### src/rtl/fnn_pkg.sv
// fnn_pkg: shared fixed-point constants, neuron state type and accumulator sizing.
package fnn_pkg;

    localparam int DATA_WIDTH = 16;
    localparam int FRAC_BITS  = 12;

    typedef enum logic [1:0] {ACCUM, DRAIN, FINAL} neuron_state_e;

    // Wide enough that numWeight full-scale products can never overflow.
    function automatic int acc_width(input int n_weight, input int data_width = DATA_WIDTH);
        return 2 * data_width + $clog2(n_weight);
    endfunction

endpackage

### src/rtl/fx_round_sat.sv
// fx_round_sat: round half-up, drop FRAC fraction bits and saturate a wide signed value to OUT_W.
module fx_round_sat #(
    parameter int IN_W  = 38,
    parameter int OUT_W = 16,
    parameter int FRAC  = 12
) (
    input  logic [IN_W-1:0]  din,
    output logic [OUT_W-1:0] dout
);

    localparam logic signed [IN_W:0] MAX = {{(IN_W-OUT_W+2){1'b0}}, {(OUT_W-1){1'b1}}};
    localparam logic signed [IN_W:0] MIN = ~MAX;

    logic signed [IN_W:0] rnd;
    logic signed [IN_W:0] shr;

    assign rnd  = $signed({din[IN_W-1], din}) + $signed((IN_W+1)'(1) << (FRAC-1));
    assign shr  = rnd >>> FRAC;
    assign dout = shr > MAX ? MAX[OUT_W-1:0] : shr < MIN ? MIN[OUT_W-1:0] : shr[OUT_W-1:0];

endmodule

### src/rtl/neuron_mac_seq.sv
// neuron_mac_seq: serial MAC neuron driving its weight ROM, adds bias, rounds and saturates.
// Define NEURON_RELU_EN to clamp negative results to zero.
module neuron_mac_seq
    import fnn_pkg::*;
#(
    parameter int numWeight    = 30,
    parameter int addressWidth = $clog2(numWeight),
    parameter int dataWidth    = DATA_WIDTH,
    parameter int fracBits     = FRAC_BITS
) (
    input  logic                    clk,
    input  logic                    rst,
    input  logic                    in_valid,
    output logic                    in_ready,
    input  logic [dataWidth-1:0]    in_data,
    input  logic [dataWidth-1:0]    bias,
    output logic                    w_ren,
    output logic [addressWidth-1:0] w_radd,
    input  logic [dataWidth-1:0]    w_data,
    output logic                    out_valid,
    output logic [dataWidth-1:0]    out_data
);

    localparam int ACC_W = acc_width(numWeight, dataWidth);
    localparam logic [addressWidth-1:0] LAST = addressWidth'(numWeight - 1);

    neuron_state_e               state_q, state_d;
    logic [addressWidth-1:0]     cnt_q, cnt_d;
    logic signed [ACC_W-1:0]     acc_q, acc_d;
    logic signed [dataWidth-1:0] in_d_q, in_d_d;
    logic                        mac_en_q, mac_en_d;
    logic                        out_valid_q, out_valid_d;
    logic [dataWidth-1:0]        out_data_q, out_data_d;

    logic                          accept;
    logic signed [2*dataWidth-1:0] prod;
    logic signed [ACC_W:0]         sum;
    logic [dataWidth-1:0]          sat;
    logic [dataWidth-1:0]          res;

    assign in_ready  = (state_q == ACCUM) & ~rst;
    assign accept    = in_valid & in_ready;
    assign w_ren     = accept;
    assign w_radd    = cnt_q;
    assign out_valid = out_valid_q;
    assign out_data  = out_data_q;

    // The weight arrives one cycle after its address, so the activation is delayed to meet it.
    assign prod = in_d_q * $signed(w_data);
    assign sum  = (ACC_W+1)'(acc_q) + ((ACC_W+1)'($signed(bias)) <<< fracBits);

    fx_round_sat #(
        .IN_W (ACC_W + 1),
        .OUT_W(dataWidth),
        .FRAC (fracBits)
    ) u_round_sat (
        .din (sum),
        .dout(sat)
    );

`ifdef NEURON_RELU_EN
    assign res = sat[dataWidth-1] ? '0 : sat;
`else
    assign res = sat;
`endif

    always_comb begin
        cnt_d       = accept ? (cnt_q == LAST ? '0 : cnt_q + 1'b1) : cnt_q;
        in_d_d      = accept ? $signed(in_data) : in_d_q;
        mac_en_d    = accept;
        acc_d       = state_q == FINAL ? '0 : mac_en_q ? acc_q + ACC_W'(prod) : acc_q;
        state_d     = state_q == DRAIN ? FINAL :
                      state_q == FINAL ? ACCUM :
                      (accept && cnt_q == LAST) ? DRAIN : state_q;
        out_valid_d = state_q == FINAL;
        out_data_d  = state_q == FINAL ? res : out_data_q;
    end

    always_ff @(posedge clk) begin
        if (rst) begin
            state_q     <= ACCUM;
            cnt_q       <= '0;
            acc_q       <= '0;
            in_d_q      <= '0;
            mac_en_q    <= 1'b0;
            out_valid_q <= 1'b0;
            out_data_q  <= '0;
        end else begin
            state_q     <= state_d;
            cnt_q       <= cnt_d;
            acc_q       <= acc_d;
            in_d_q      <= in_d_d;
            mac_en_q    <= mac_en_d;
            out_valid_q <= out_valid_d;
            out_data_q  <= out_data_d;
        end
    end

endmodule

### config.mk
export PLATFORM = sky130hd
export DESIGN_NAME = neuron_mac_seq
export DESIGN_NICKNAME = d
export VERILOG_FILES = /design/src/rtl/fnn_pkg.sv /design/src/rtl/fx_round_sat.sv /design/src/rtl/neuron_mac_seq.sv
export SDC_FILE = /design/constraint.sdc
export NUM_CORES = 1
export LEC_CHECK = 0
export ABC_AREA = 1
export CAP_MARGIN = 15
export CORE_ASPECT_RATIO = 0.9
export CORE_UTILIZATION = 49
export CTS_BUF_LIST = sky130_fd_sc_hd__clkbuf_8
export DETAILED_ROUTE_END_ITERATION = 6
export PLACE_DENSITY_LB_ADDON = 0.1
export SYNTH_ARGS = -nofsm -noshare
export SYNTH_HDL_FRONTEND = slang
export SYNTH_HIERARCHICAL = 1
export SYNTH_SLANG_ARGS = --single-unit
### constraint.sdc
create_clock -name clk -period 18.1 [get_ports clk]
set_clock_uncertainty 0.15 [all_clocks]
set_input_delay 2.715 -clock clk [delete_from_list [all_inputs] [get_ports clk]]
set_output_delay 2.715 -clock clk [all_outputs]
set_load 0.005 [all_outputs]
==> impl_results.md <==
* Seq cells post-synth at 78
* WS Path Type: in2reg
* # IOs at between 70 and 80
* Period utilization at 60.1%
* Site row count at 66
* Total of warnings raised by yosys at 6
* Syn_nets at 3112
* H-tree levels at 3
* Avg Inst Size Synth at around 6.9 µm²
* Post-cts gate resize count at 0
* Antenna Cells at 0
* Final Non-Filler Cells at roughly 3100
* Max-cap violations at 0
* Post-DP HPWL at around 44000 µm
* Share of layout cells above drive strength 1 at ~4.9%
* Max incr delay on CP at between 900 and 1000 ps
* Netlist cell types at 53
* CP Max Fanout at 16
* Synth-to-Final Area Change at 6.66%
* Setup WS post-layout at 7220 ps
* Final setup TNS at 0 ps
* Slew Viols, Final at 0
* Yosys top cell by area: fa_1
* Avg WL per Cell at 16.7 µm
* Die height at 186 µm
* Fmax at between 0.09 and 0.1 GHz
* Vias in the first global route at 15140
* Top-area cell type share of the netlist area at roughly 29%
* Clock-pin slew on the worst setup and hold paths at 100 ps
* Via density at slightly above 5
* CP delay by family, top: adder cells
* Routed WL at 52500 µm
* Post-synth EDFFs at 0
* Num CTS Buffers at 9
* Most common cell after layout, fill and taps aside: nand2_1
* Tightest Pin Transition at a little over 1000 ps
* Core area at 36500 µm²
* Run status: finished, final reports clean
* Starting density of the core at 50.3%
* Required @ worst endpoint at 18280 ps
* Hold Vio Cnt, Final at 0
* Clk_lat worst skew at 440 ps
* Largest net degree at the start of global routing at 48
* Netlist Area Pre-Place at 18300 µm²
* Initial antenna violation count at 1
* Cells after Synth at 2647
* Post-synth ARST share at 0%
* Setup slack at placement at 6820 ps
* IO buf count at 74
* Cts hold-fix bufs at 0
* DR iter-0 viols at approximately 1400
* RSZ-0062 raised after global routing: false
* Routed Antenna Nets at 0
* GRT Residual Overflow at 0
* Synth top area cells: fa_1 29%, nand2_1 13%, inv_1 13%
* Critical Path AT at 11060 ps
* Post-CTS Setup Repair Bufs at 0
* Most used cell, CP: inv_1
* CP max-delay cell: clkdlybuf4s50_1
* Clk buf depth at 2
* # setup viols final at 0
* Die width at 206 µm
* Leading cell types in the layout, fill and taps excluded: 656 x nand2_1, 650 x inv_1, 264 x fa_1
* DRT Pass-1 Iters at 6
* Hold WC Path Type: reg2reg
* Slew headroom at 30.6%
* CP bufs+invs at 9
* Placed insts at ~3100
* Element type at the critical path end: flop
* Setup crit start kind: input port
* CTS Sinks at 78
* Total GRT Usage at 28.5%
* Vias post-DR at between 15000 and 20000
* Sequential area share after synthesis at under 10%
* Top_reg_cell synth: dfxtp_1
* Gp weighted congestion at 0.967
* CTS tree: built
* Layout Nets at between 3000 and 4000
* CTS Root Cell: clkbuf_8
* Global-route wire length before repair at a little over 80000 µm
* Fin crit period at roughly 11000 ps
* DIE AREA at 38200 µm²
* DRC viols at 0
[through the flow]
step / cell area [µm²] / util [%] / hold slack (ps)
after global routing: 19600 / 53.6 / 359
after CTS: 19600 / 53.6 / 340
after detailed placement: 19400 / 53.1 / 322
after floorplan: 18300 / - / 295
final: 19600 / 53.6 / 338
after global placement: 19400 / 53.1 / 306
[area by class of cell]
| cell class | count | area (µm²) |
|---|---|---|
| Sequential cell | 78 | 1560 |
| Inverter | 669 | 2510 |
| Fill cell | 3720 | 16900 |
| Clock buffer | 9 | 124 |
| Timing Repair Buffer | 82 | 801 |
| Multi-Input combinational cell | 1815 | 13900 |
| Clock inverter | 7 | 65.1 |
| Tap cell | 476 | 596 |
[synth_stat cells (2+ instances only)]
library cell and n:
dfxtp_1 78, o21bai_1 10, o21ai_0 62, buf_6 2
nor4_2 3, xor2_1 53, a22o_1 16, o21ai_1 16
nand4_1 11, nand3b_1 10, ha_1 150, a21oi_2 7
fa_1 264, clkinv_1 4, nor3_2 5, a21oi_1 98
nand2_2 27, o21ai_2 6, a21o_1 7, buf_2 2
xnor2_1 26, nor2_4 5, nand2_4 2, inv_2 15
and2_1 4, nor2_2 20, inv_1 650, nand3_2 9
nand2_1 656, clkbuf_1 77, o21a_1 3, nor3_1 15
o211ai_1 4, a31oi_1 7, buf_1 2, o221ai_1 4
nand3_1 87, nor2_1 212, nor3b_1 3, and3_1 2
[final timing paths]
path	startpoint	end	slack, ps	depth (start not counted)
min reg2reg	out_data[2]	out_data[2]	340	1
max	w_data[1]	acc_q[34]	7220	36
min	out_data[2]	out_data[2]	340	1
max reg2reg	in_d_q[15]	acc_q[34]	9650	35
[registers in the layout, indices dropped and copies added (netlist names)]
name	cells
out_valid	1
state_q	2
w_radd	5
mac_en_q	1
out_data	16
in_d_q	16
acc_q	37
[layer usage]
layer / vias up / global-route usage [%] / wire length [µm]
met1: 7780 / 42.3 / 25200
met4: 2 / 6.32 / 802
li1: 7866 / - / -
met3: 50 / 6.29 / 4110
met5: - / 0 / 13
met2: 477 / 41.9 / 22300
[kinds of logic after synthesis]
| family | Yosys count | share of synthesized area, % |
|---|---|---|
| buffers and inverters | 754 | 15.7 |
| adders and majority gates | 414 | 39.0 |
| and+or+nand+nor | 1074 | 24.9 |
| xor gates and xnor gates | 80 | 3.86 |
| DFF | 78 | 8.51 |
| AOI/OAI and AO/OA | 247 | 8.02 |
Power is left out: the tool's default activity adds up to more than one toggle a clock period on the data nets, which glitch-free logic cannot reach.
